[config.mk]
export PLATFORM = sky130hd
export DESIGN_NAME = klingon_scan_display
export DESIGN_NICKNAME = d
export VERILOG_FILES = /design/src/rtl/klingon_scan_display.sv
export SDC_FILE = /design/constraint.sdc
export NUM_CORES = 1
export LEC_CHECK = 0
export CAP_MARGIN = 20
export CORE_ASPECT_RATIO = 0.9
export CORE_MARGIN = 2
export CORE_UTILIZATION = 45
export DETAILED_ROUTE_END_ITERATION = 7
export PLACE_DENSITY = 0.67
export SLEW_MARGIN = 25
export SYNTH_ARGS = -nofsm -noshare
export SYNTH_HDL_FRONTEND = slang
export SYNTH_SLANG_ARGS = --single-unit
[constraint.sdc]
create_clock -name clk -period 2.9 [get_ports clk]
set_clock_uncertainty 0.05 [all_clocks]
set_input_delay 0.58 -clock clk [delete_from_list [all_inputs] [get_ports clk]]
set_output_delay 0.58 -clock clk [all_outputs]
set_load 0.1 [all_outputs]
[src/rtl/klingon_scan_display.sv]
// ----------------------------------------------------------------------------
// klingon_scan_display
//   Time-multiplexed driver for a multi-digit Klingon-numeral 7-segment
//   display. New digit values are staged in a pending register and copied
//   into the displayed shadow register only at a frame wrap, so a frame
//   never mixes old and new digits. Each digit slot begins with a short
//   window in which all enables are off, so two digits are never lit at the
//   same time. Leading zeros can optionally be blanked.
//
// Ports
//   clk        in   system clock, rising edge
//   rst_n      in   asynchronous active-low reset
//   enable     in   1 = scan and drive, 0 = dark with counters held
//   load       in   capture strobe for value
//   value      in   packed digits, digit k = value[4k+3:4k], digit 0 = LSD
//   lz_blank   in   1 = blank leading zero digits (sampled every cycle)
//   seg        out  registered segment pattern, active high, [6:0]
//   digit_en   out  registered one-hot digit select, active high
//   frame_done out  one-cycle pulse at each frame wrap
// ----------------------------------------------------------------------------
module klingon_scan_display #(
    parameter int NUM_DIGITS = 4,
    parameter int SCAN_DIV   = 1000,
    parameter int BLANK_CYC  = 2
) (
    input  logic                    clk,
    input  logic                    rst_n,
    input  logic                    enable,
    input  logic                    load,
    input  logic [4*NUM_DIGITS-1:0] value,
    input  logic                    lz_blank,
    output logic [6:0]              seg,
    output logic [NUM_DIGITS-1:0]   digit_en,
    output logic                    frame_done
);

    localparam int DIV_W = $clog2(SCAN_DIV);
    localparam int IDX_W = (NUM_DIGITS > 1) ? $clog2(NUM_DIGITS) : 1;

    localparam logic [DIV_W-1:0] DIV_LAST  = DIV_W'(SCAN_DIV - 1);
    localparam logic [DIV_W-1:0] BLANK_END = DIV_W'(BLANK_CYC);
    localparam logic [IDX_W-1:0] IDX_LAST  = IDX_W'(NUM_DIGITS - 1);

    logic [DIV_W-1:0]        r_div_cnt;
    logic [IDX_W-1:0]        r_dig_idx;
    logic [4*NUM_DIGITS-1:0] r_shadow;
    logic [4*NUM_DIGITS-1:0] r_pend_val;
    logic                    r_pending;
    logic [6:0]              r_seg;
    logic [NUM_DIGITS-1:0]   r_digit_en;
    logic                    r_frame_done;

    logic                    w_slot_end;
    logic                    w_boundary;
    logic                    w_lit;
    logic [NUM_DIGITS-1:0]   w_onehot;
    logic [3:0]              w_cur_nib;
    logic                    w_cur_lead_zero;
    logic                    w_blank_lz;

    function automatic logic [6:0] f_encode(input logic [3:0] nib);
        case (nib)
            4'd0:    f_encode = 7'b0111111;
            4'd1:    f_encode = 7'b0000001;
            4'd2:    f_encode = 7'b1000001;
            4'd3:    f_encode = 7'b1001001;
            4'd4:    f_encode = 7'b1100010;
            4'd5:    f_encode = 7'b1011100;
            4'd6:    f_encode = 7'b1010010;
            4'd7:    f_encode = 7'b1100100;
            4'd8:    f_encode = 7'b0110110;
            4'd9:    f_encode = 7'b1110110;
            default: f_encode = 7'b0000000;
        endcase
    endfunction

    assign w_slot_end = (r_div_cnt == DIV_LAST);
    assign w_boundary = enable && w_slot_end && (r_dig_idx == IDX_LAST);
    assign w_lit      = enable && (r_div_cnt >= BLANK_END);

    // Select the current digit's nibble and one-hot bit, and work out whether
    // every digit from the top down to the current one is zero. The scan runs
    // from the most significant digit so the running flag can be reused.
    always_comb begin
        logic zero_run;
        // NOTE: every variable written here gets a default first, so no path
        // leaves one unassigned and no latch is inferred.
        zero_run        = 1'b1;
        w_onehot        = '0;
        w_cur_nib       = 4'd0;
        w_cur_lead_zero = 1'b0;
        for (int k = NUM_DIGITS - 1; k >= 0; k--) begin
            zero_run = zero_run && (r_shadow[4*k +: 4] == 4'd0);
            if (r_dig_idx == IDX_W'(k)) begin
                w_onehot[k]     = 1'b1;
                w_cur_nib       = r_shadow[4*k +: 4];
                w_cur_lead_zero = zero_run;
            end
        end
    end

    // Digit 0 always shows, so a value of all zeros still reads "0".
    assign w_blank_lz = lz_blank && (r_dig_idx != '0) && w_cur_lead_zero;

    // Scan counters: divider within a slot, digit index across slots.
    // NOTE: sequential state uses non-blocking assignments so every register
    // updates from the values present before the edge.
    always_ff @(posedge clk or negedge rst_n) begin
        if (!rst_n) begin
            r_div_cnt <= '0;
            r_dig_idx <= '0;
        end else if (enable) begin
            if (!w_slot_end) begin
                r_div_cnt <= r_div_cnt + 1'b1;
            end else begin
                r_div_cnt <= '0;
                r_dig_idx <= (r_dig_idx == IDX_LAST) ? '0 : r_dig_idx + 1'b1;
            end
        end
    end

    // Capture path. A load that lands on the boundary edge bypasses the
    // pending stage so it is not deferred by a whole frame.
    always_ff @(posedge clk or negedge rst_n) begin
        if (!rst_n) begin
            r_shadow   <= '0;
            r_pend_val <= '0;
            r_pending  <= 1'b0;
        end else begin
            if (load) begin
                r_pend_val <= value;
            end
            if (w_boundary) begin
                r_pending <= 1'b0;
                if (load) begin
                    r_shadow <= value;
                end else if (r_pending) begin
                    r_shadow <= r_pend_val;
                end
            end else if (load) begin
                r_pending <= 1'b1;
            end
        end
    end

    // Registered outputs, one cycle behind the scan state.
    always_ff @(posedge clk or negedge rst_n) begin
        if (!rst_n) begin
            r_seg        <= '0;
            r_digit_en   <= '0;
            r_frame_done <= 1'b0;
        end else begin
            r_frame_done <= w_boundary;
            r_digit_en   <= w_lit ? w_onehot : '0;
            r_seg        <= (w_lit && !w_blank_lz) ? f_encode(w_cur_nib) : 7'b0;
        end
    end

    assign seg        = r_seg;
    assign digit_en   = r_digit_en;
    assign frame_done = r_frame_done;

endmodule

# Yosys cells after proc, flatten, opt, wreduce, memory -nomap -nowiden
# Memory sizes are Yosys's and may differ from the RTL's.
# Index checks and enable logic that the tools add are counted.
# totals
rom_bits	112
n_memories	1
output_inout_bits	12
reg_bits	57
# classes
reduce_logical	20
n_eq_ne	4
n_lt_le_gt_ge	1
add_sub_neg	2
n_mux	20
# memory_table
name	depth	width	rd	rd_clocked_by_memory_dff	write_ports	line	text
(name not given)	16	7	1	0	0	62	case (nib)
# op_table
operator	n
2-to-1 mux 16 bit	2
2-to-1 mux 4 bit	5
logical NOT 4 bit	4
adder 10 x 1 -> 10 bit (second input constant)	1
equality test 10 bit (second input constant)	1
>= comparator 10 x 2 -> 1 bit (second input constant)	1
2-to-1 mux 1 bit	10
2-to-1 mux 10 bit	1
logical AND 1 bit	9
2-to-1 mux 7 bit	1
nonzero test 2 bit	3
equality test 2 bit (second input constant)	2
AND reduction 2 bit	2
adder 2 x 1 -> 2 bit (second input constant)	1
equality test 2 x 1 -> 1 bit (second input constant)	1
logical NOT 2 bit	1
2-to-1 mux 2 bit	1
logical NOT 1 bit	1

# Logic depth before layout (Yosys ltp)
# depth
depth_word	9
ltp_mapped	10
ltp_nobuf	9

# Worst setup path after synthesis
# No wires, ideal clock.
# synth_timing
path_kind	reg2reg
startpoint	reg r_dig_idx[0]
endpoint	reg r_seg[5], in the netlist seg[5]
synth_period_minus_slack_ps	2139
n_path_buf	1
stages_incl_launch_ff	10
path_slack_ps	761
t_arrival_ps	2012
cell_sequence	dfrtp_1 -> inv_1 -> ha_1 -> clkbuf_1 -> a21oi_1 -> o21ai_0 -> a22oi_1 -> ha_1 -> or3_1 -> a21oi_1
# synth_via
elab_chain_cells	9
elab_cells_between_ends	19
cone_classes	3 x eq/ne; 9 x mux; 6 x reduce/logical; 1 x memory
# synth_rtl
element	line	text
start: declaration	45	logic [IDX_W-1:0] r_dig_idx;
start signal: assignment	117	r_dig_idx <= (r_dig_idx == IDX_LAST) ? '0 : r_dig_idx + 1'b1;
branches (longest 8 deep; another with memory (16 x 7 bit))	n/a	
2-to-1 mux 7 bit (*)	155	r_seg <= (w_lit && !w_blank_lz) ? f_encode(w_cur_nib) : 7'b0;
end signal: assignment	155	
end: declaration	49	logic [6:0] r_seg;
# Mark *: on every way between the ends.
# A chain may end at the register's enable or synchronous reset.

# Worst setup path in the final report
# layout_timing
startpoint	reg r_dig_idx[0]
endpoint	reg r_seg[3], in the netlist seg[3]
# Same word-level chain as after synthesis.

==> metrics.cfg <==
[outcome]
result_of_the_run=finished clean

[sta]
fmaxAchievable_ghz=0.4290
worst_slew_pin_tran_ns=0.5139
tns_ns=0
rsz0062_at_grt=false
timing.final.crit_share=0.8038
number_of_setup_violations_in_the_final_report=0
hold_viol_final=0
period_minus_slack_ns=2.331
slew_violations=0
maxSlewHeadroom=0.6485

[cells_and_area]
sequential_cell_area_sq_um=1426
num_antenna_cells=0
share_of_cells_above_drive_strength_1=0.2756
fillCellCount=498
area_delta_synth_final_pct=21.44
layout.cells.non_filler=324
multi_input_area_sq_um=1092
layout.nets=279

[power]
cellPowerDensity_nw_per_um2=624.8
worst_ir_drop_vdd_mv=0.3644
leakage_power_total_nw=1.468

[cts]
cts_root_buffer=sky130_fd_sc_hd__clkbuf_8
cts_tree=built
tritoncts_num_sinks=57
clk-insertion-delay-late_ns=0.34
cts-hold-fix-buffers=0
post_cts_resize_count=0
cts_made_buffers=9
clock_tree.buffer_depth=2
cts.clk_slew.worst_paths_ns=0.07
postCtsSetupBuffers=0
total_number_of_h_tree_levels=3

[floorplanning]
initial_core_util=0.4604
core_area_sq_um=5628
floorplan.die.width_um=83.99
pin_count=33
dieArea_sq_um=6382
row_count=26
chipHeight_um=75.99

[setup_path]
setup.worst_path.start=r_dig_idx[0]
timing.reg2reg.setup_slack_ns=0.57
reg2regPathDepth=7
worstSetupEndpoint=seg[3]
worst_ep_arrival_time_ns=2.46
worstSetupEndpointType=flop
crit-reg2reg-capture=seg[3]
critPathLaunchType=flop
r2r-start=r_dig_idx[0]
worstPathRequired_ns=3.03
critPathKind=flop to flop
crit_fanout=11

[logic_synthesis]
syn-cell-area_sq_um=2591
yosys_warnings=0
yosys-top-cells-area=sky130_fd_sc_hd__dfrtp_1, sky130_fd_sc_hd__mux2_2, sky130_fd_sc_hd__mux2_4, sky130_fd_sc_hd__ha_1, sky130_fd_sc_hd__nand2_1
postSynthRegisterBits=57
post-synth-top-area-fraction=0.5505
largest_area_contributor_in_the_synthesized_netlist=sky130_fd_sc_hd__dfrtp_1
netlist-cell-type-count=40
ys_dominant_reg_cell=sky130_fd_sc_hd__dfrtp_1
syn-mean-instance-area_sq_um=12.40
seq_area_frac_synth=0.5505
cell_count_after_synthesis=209
ys_async_sr_fraction=1.000
synth_enable_flop_cells=0
syn-num-nets=238

[hold_path]
min-delay-path-class=primary input to asynchronous set/reset pin

[global_routing]
track_usage=0.1699
remaining_global_route_overflow=0
first_global_vias=1754
grt_max_degree=23
grt_antenna_before_repair=0
grt_first_pass_wirelength_um=8445

[routing]
drt-wirelength-per-cell_um=14.81
total_vias_in_the_final_route=1659
starting_drc_count_in_detailed_routing=100
route.antenna.remaining_nets=0
detailedRoute.firstPassIterationCount=5
drt_drc_violations_left=0
ratio_of_routed_vias_to_standard_cells=5.120
route.final.wire_length_um=4800

[placed_design]
dp.cells=309
dp_hpwl_um=3535
port-buffer-count=32
gp_congestion=0.7911

[run]
maxCapViolCount=0

[metal layers]
metal	GRT usage	wire (um)
met4	0.07742	98
met3	0.05850	232
met2	0.2384	2059
met5	0	0
met1	0.2382	2409
[worst max-delay path, cell delays in order (launching register included)]
cell	delay [ns]
sky130_fd_sc_hd__dfrtp_1	0.39
sky130_fd_sc_hd__inv_1	0.09
sky130_fd_sc_hd__ha_1	0.31
sky130_fd_sc_hd__a21oi_1	0.16
sky130_fd_sc_hd__o21ai_0	0.09
sky130_fd_sc_hd__a22oi_1	0.25
sky130_fd_sc_hd__ha_1	0.31
sky130_fd_sc_hd__a2111oi_0	0.51
[logic make-up after synthesis]
family / Yosys count / synth area share
simple gates: 62 / 0.1308
flops: 57 / 0.5505
mux: 33 / 0.1579
compound gates: 28 / 0.07050
buf+inv: 14 / 0.02800
fa+ha+maj: 8 / 0.03863
xor+xnor: 7 / 0.02366
[cell usage after synthesis (2+ instances only)]
cell	number
sky130_fd_sc_hd__a21o_1	2
sky130_fd_sc_hd__a21oi_1	8
sky130_fd_sc_hd__a22oi_1	2
sky130_fd_sc_hd__a31oi_1	2
sky130_fd_sc_hd__and2_1	4
sky130_fd_sc_hd__and3_1	2
sky130_fd_sc_hd__clkbuf_1	3
sky130_fd_sc_hd__dfrtp_1	57
sky130_fd_sc_hd__ha_1	8
sky130_fd_sc_hd__inv_1	8
sky130_fd_sc_hd__mux2_2	23
sky130_fd_sc_hd__mux2_4	10
sky130_fd_sc_hd__nand2_1	17
sky130_fd_sc_hd__nand2b_1	2
sky130_fd_sc_hd__nand3_1	2
sky130_fd_sc_hd__nand3b_1	2
sky130_fd_sc_hd__nand4_1	2
sky130_fd_sc_hd__nor2_1	16
sky130_fd_sc_hd__nor3_1	3
sky130_fd_sc_hd__nor4_1	4
sky130_fd_sc_hd__o21ai_0	4
sky130_fd_sc_hd__o22ai_1	2
sky130_fd_sc_hd__o31ai_1	2
sky130_fd_sc_hd__or2_2	2
sky130_fd_sc_hd__or3_1	2
sky130_fd_sc_hd__xnor2_1	6
[layout make-up]
type / instances / area share
flip-flops and latches: 57 / 0.4533
clock buffers: 12 / 0.04930
repair buffers: 36 / 0.1002
clock inverters: 3 / 0.01272
well taps: 70 / 0.02783
inverters: 8 / 0.009543
multi-input cells: 138 / 0.3471
[per-stage QoR]
step	total power (W)	hold WS [ns]	utilization	setup WS (ns)	area [sq um]
global route	0.002063	0.1382	0.5591	0.3357	3147
detailed placement	0.001246	0.4296	0.5245	0.3909	2952
global placement	0.001239	0.4230	0.5245	0.6084	2952
floorplan	0.001138	0.2344	-	0.7606	2591
finish	0.001966	0.1101	0.5591	0.5690	3147
CTS	0.001990	0.1174	0.5591	0.5506	3147
[how the worst min path moves through the flow]
stage,endpoint,depth (start not counted),slack (ns)
2_1_floorplan,digit_en[0],0,0.23
3_3_place_gp,r_pending,2,0.42
3_5_place_dp,r_pending,2,0.43
4_1_cts,r_div_cnt[4],1,0.12
5_1_grt,digit_en[3],1,0.14
6_report,r_pend_val[0],1,0.11
[placed cells by master (no fill, tap or decap), drive strengths merged, types with 3 or more instances in the layout]
cell type	instances
buf	17
mux2	33
xnor2	6
nand2	17
and2	5
nor2	16
o21ai	4
nor4	5
clkbuf	12
ha	8
nand4	3
inv	8
a21oi	8
nand3b	3
clkdlybuf4s50	19
dfrtp	57
nor3	3
[sequential cells by signal (all words and copies together), names as in the netlist]
| name | count |
|---|---|
| r_shadow | 16 |
| r_div_cnt | 10 |
| frame_done | 1 |
| digit_en | 4 |
| r_pend_val | 16 |
| r_dig_idx | 2 |
| seg | 7 |
| r_pending | 1 |
[power breakdown]
part	internal [W]	total, W	switching, W	leakage (nW)
sequential	0.000864	0.000932	0.0000681	0.726
clock	0.000436	0.000737	0.000301	0.102
combinational	0.000112	0.000297	0.000184	0.640
No activity file was read; power rests on OpenSTA's default activity.
==> patch 1: new RTL, same settings <==
Make the reset (`rst_n`) synchronous in 3 clocked blocks. Comments in the files are not updated.
--- a/src/rtl/klingon_scan_display.sv
+++ b/src/rtl/klingon_scan_display.sv
@@ -105,7 +105,7 @@
     // Scan counters: divider within a slot, digit index across slots.
     // NOTE: sequential state uses non-blocking assignments so every register
     // updates from the values present before the edge.
-    always_ff @(posedge clk or negedge rst_n) begin
+    always_ff @(posedge clk) begin
         if (!rst_n) begin
             r_div_cnt <= '0;
             r_dig_idx <= '0;
@@ -121,7 +121,7 @@
 
     // Capture path. A load that lands on the boundary edge bypasses the
     // pending stage so it is not deferred by a whole frame.
-    always_ff @(posedge clk or negedge rst_n) begin
+    always_ff @(posedge clk) begin
         if (!rst_n) begin
             r_shadow   <= '0;
             r_pend_val <= '0;
@@ -144,7 +144,7 @@
     end
 
     // Registered outputs, one cycle behind the scan state.
-    always_ff @(posedge clk or negedge rst_n) begin
+    always_ff @(posedge clk) begin
         if (!rst_n) begin
             r_seg        <= '0;
             r_digit_en   <= '0;
Behaviour: differs if rst_n is asserted again (counterexample within 4 cycles, from zero or initial values and one cycle with rst_n low); with rst_n held inactive, the same outputs for 10 cycles.
==> patch 1 against the unedited design <==
Area after synthesis shrank 1.8%. Design area decreased by 5.6%. Sequential share of layout area fell by 6.9 points. Wire length down 5.9%. Sequential cell count stayed put. Global-route usage shrank 1.1 points. Setup slack lost 0.18 ns. Worst hold slack gained 0.35 ns. Critical path type unchanged.
Power is not compared: it rests on default switching activity, and its combinational part moved more than twofold at a synthesized area within 25%.
==> patch 1: results <==
metrics = {
    "status": {
        "status": "completed",
    },
    "worst_hold_path": {
        "hp-class": "flip-flop to flip-flop",
    },
    "logic_synthesis": {
        "synth_fp_nets": 279,
        "synthArstFlopShare_pct": 0,
        "synthTopCellsByArea": "dfxtp_1 45%, mux2i_1 6.7%, o211a_1 6.3%, nor2b_1 5.2%, nand2_1 4.3%",
        "synth_flop_cell": "dfxtp_1",
        "synthTopCellsByCount": "57 x dfxtp_1, 29 x nand2_1, 21 x nor2b_1",
        "synth_seq_area_share_pct": 44.9,
    },
    "grt": {
        "grt_pass1_vias": 1682,
        "grt_pass1_wl_mm": 7.68,
        "grt_start_max_net_pins": 40,
    },
    "setup_path": {
        "reg2reg_slack_ns": 0.39,
        "r2r-end": "seg[5]$_SDFF_PN0_",
        "slowest_delay_ns": 0.35,
        "worstPathMaxFanout": 9,
        "r2r_cells": 9,
        "cp_slowest_cell": "dfxtp_1",
        "worst_ep_arrival_time_ns": 2.72,
    },
    "routing": {
        "dr.pass1.iters": 4,
        "wl_per_cell_um": 12.7,
        "vias": 1853,
        "drt_iter0_drc": 91,
    },
    "final_layout": {
        "final_nets": 313,
        "layout-drive-gt1-share_pct": 11.1,
    },
    "timing": {
        "relSlewSlack_pct": 60.2,
    },
    "placement": {
        "post-dp-hpwl_mm": 3.11,
        "gp_congestion": 0.824,
    },
}
-- patch 1: changes by cell type after synthesis, sizes merged, moves of 3 or more --
cell and change:
dfrtp -57, dfxtp +57, mux2 -33, nor2b +21, mux2i +17, o211a +15
nand2 +12, buf +6, a211oi +4, a221oi +4, nor2 -3
-- patch 1: layout make-up --
cell class | instances | area, um2
clock buffers | 15 | 156
multi-input cells | 174 | 1250
fillers | 505 | 2380
flip-flops and latches | 57 | 1140
inverters | 6 | 22.5
repair buffers | 36 | 320
well taps | 67 | 83.8
-- patch 1: stage by stage --
stage / worst slack (ns) / hold slack (ns) / cells / cell area [um2]
floorplan: 0.628 / 0.422 / 250 / 2540
global placement: 0.379 / 0.434 / 340 / 2820
detailed placement: 0.325 / 0.448 / 340 / 2820
CTS: 0.402 / 0.463 / 355 / 2970
global route: 0.132 / 0.488 / 355 / 2970
finish: 0.392 / 0.459 / 355 / 2970
-- patch 1: power breakdown --
part | leakage [nW] | switching [mW] | internal (mW) | total (mW)
combinational | 0.863 | 0.0848 | 0.0599 | 0.145
clock | 0.0778 | 0.282 | 0.330 | 0.612
sequential | 0.464 | 0.00833 | 0.806 | 0.815
-- patch 1: logic make-up after synthesis --
kind of cell | synth area share (%)
and+or+nand+nor | 20.6
DFF | 44.9
AOI/OAI and AO/OA | 14.8
buffers and inverters | 6.10
muxes | 6.69
xor gates and xnor gates | 3.10
adders and majority gates | 3.94
-- patch 1: layer usage --
metal | GRT usage (%) | up-vias | wire (um)
met5 | 0 | - | 0
met1 | 20.1 | 852 | 2280
met3 | 8.02 | 5 | 254
met2 | 23.3 | 46 | 1930
li1 | - | 950 | -
met4 | 6.56 | 0 | 55
==> patch 2: new RTL, same settings <==
Made on the original files. Set the parameter `SCAN_DIV` to 250 (it was 1000).
--- a/src/rtl/klingon_scan_display.sv
+++ b/src/rtl/klingon_scan_display.sv
@@ -20,7 +20,7 @@
 // ----------------------------------------------------------------------------
 module klingon_scan_display #(
     parameter int NUM_DIGITS = 4,
-    parameter int SCAN_DIV   = 1000,
+    parameter int SCAN_DIV   = 250,
     parameter int BLANK_CYC  = 2
 ) (
     input  logic                    clk,
Formal check against the unedited RTL: same outputs for any inputs over 10 cycles, from zero or initial values and one cycle with rst_n low; that may be too few to reach the edited logic, so the function may still have changed.
==> patch 2 against the unedited design <==
Design area fell by 1.6%. Sequential share of layout area decreased by 0.88 points. Setup slack worse by 0.058 ns. Synthesized cell count rose by 1.9%. Area after synthesis grew 0.39%. Sequential cell count decreased by 2. Worst hold slack better by 0.14 ns. Wire length shrank 6.0%.
Power is not compared: it rests on default switching activity, and its combinational part moved more than twofold at a synthesized area within 25%.
==> patch 2: results <==
metrics = {
    "logic_synthesis": {
        "synth_flop_cell": "dfrtp_1",
        "yosys_warnings": 0,
        "synth_cell_types": 42,
        "synth_seq_area_share_pct": 52.9,
        "synthTopCellsByArea": "dfrtp_1 53%, mux2_2 10%, mux2_4 5.8%, ha_1 3.4%, a21oi_1 2.1%",
        "synthArstFlopShare_pct": 100,
        "synthTopCellsByCount": "55 x dfrtp_1, 23 x mux2_2, 12 x inv_1",
        "syn_area_per_cell_um2": 12.2,
        "synth_fp_nets": 241,
    },
    "setup_path": {
        "cp_slowest_cell": "o31ai_1",
        "worst_ep_arrival_time_ns": 2.51,
        "worstPathMaxFanout": 14,
        "slowest_delay_ns": 0.63,
        "critPathTopFamily": "simple AND/OR/NAND/NOR gates",
    },
    "routing": {
        "dr.pass1.iters": 4,
        "ant_nets": 0,
        "wl_per_cell_um": 14.1,
        "drt_iter0_drc": 77,
        "post_drt_via_cell_ratio": 5.23,
    },
    "grt": {
        "antenna_found_initial": 0,
        "grt.total_usage_pct": 15.7,
        "grt_pass1_wl_mm": 8.20,
        "grt_pass1_vias": 1712,
        "grt_start_max_net_pins": 30,
    },
    "clock_network": {
        "cts_buffer_depth": 2,
        "ctsResizeCount": 0,
        "cts_buffers": 5,
        "clk_latency_ns": 0.30,
        "cts_hold_buf": 0,
        "post_cts_buffers": 0,
        "clockRootBuffer": "clkbuf_8",
        "cts_max_level": 2,
        "clk_pin_slew_ns": 0.10,
    },
    "final_layout": {
        "diodes": 0,
        "biggestRegsByFlops": "r_pend_val: 16 flops, r_shadow: 16 flops, r_div_cnt: 8 flops",
        "final.fill_count": 509,
        "final_cell_count_no_fill": 320,
        "final_nets": 277,
        "layout-drive-gt1-share_pct": 26.4,
    },
    "power": {
        "p_leak_nw": 1.37,
        "switching_share_pct": 40.8,
        "peakVddDrop_v": 0.000701,
    },
    "placement": {
        "portBuffers": 32,
        "gp_congestion": 0.830,
        "post-dp-hpwl_mm": 3.25,
        "dp.cells": 312,
    },
    "status": {
        "status": "completed",
    },
    "timing": {
        "relSlewSlack_pct": 52.8,
    },
    "worst_hold_path": {
        "hp-class": "input pin to async pin",
    },
}
patch 2: layout make-up:
cell class                      instances  area (um2)  share of cell area (%)
Clock inverter                          2        35.0                    1.13
Inverter                               12        45.0                    1.45
Clock buffer                            6        82.6                    2.67
Tap cell                               70        87.6                    2.83
Sequential cell                        55        1380                    44.4
Multi-Input combinational cell        137        1130                    36.4
Timing Repair Buffer                   38         343                    11.1
patch 2: per-layer routing:
metal,share of wire (%),global-route usage [%]
met4,1.1,6.13
met1,50,23.2
met3,4.2,2.93
met5,0,0
met2,45,22.7
patch 2: cell families (layout without fill, tap and decap cells):
family | count (synthesis) | after routing | share of synthesized area [%]
compound gates | 36 | 36 | 9.09
mux | 35 | 35 | 16.5
fa+ha+maj | 7 | 7 | 3.37
simple gates | 55 | 55 | 13.0
buf+inv | 21 | 58 | 3.75
xor+xnor | 4 | 4 | 1.35
flops | 55 | 55 | 52.9
patch 2: final timing paths:
kind                                      startpoint                          to  slack [ns]  cells past startpoint
setup / recovery            r_dig_idx[0]$_DFFE_PN0N_            seg[0]$_DFF_PN0_        0.51                      7
hold / removal                                 rst_n     r_shadow[0]$_DFFE_PN0P_        0.25                      1
setup reg to reg            r_dig_idx[0]$_DFFE_PN0N_            seg[0]$_DFF_PN0_        0.51                      7
hold reg to reg            r_pend_val[8]$_DFFE_PN0P_   r_pend_val[8]$_DFFE_PN0P_        0.46                      1
max in group asynchronous                      rst_n  r_pend_val[14]$_DFFE_PN0P_        1.98                      2
min in group clk           r_pend_val[8]$_DFFE_PN0P_   r_pend_val[8]$_DFFE_PN0P_        0.46                      1
patch 2: metrics by stage:
step | setup WS [ns] | util [%] | instance area (um2) | hold WS (ns)
floorplan | 0.644 | - | 2600 | 0.234
global placement | 0.537 | 52.9 | 2980 | 0.430
detailed placement | 0.464 | 52.9 | 2980 | 0.441
CTS | 0.503 | 55.0 | 3100 | 0.270
global route | 0.248 | 55.0 | 3100 | 0.293
finish | 0.511 | 55.0 | 3100 | 0.250
patch 2: power by group through the flow:
stage | Sequential [mW] | Combinational, mW | Clock, mW
6_report | 0.970 | 0.982 | 0.519
5_1_grt | 0.991 | 1.07 | 0.570
4_1_cts | 0.971 | 0.990 | 0.540
3_5_place_dp | 0.985 | 0.987 | 0
3_3_place_gp | 0.982 | 0.977 | 0
2_1_floorplan | 1.34 | 0.407 | 0
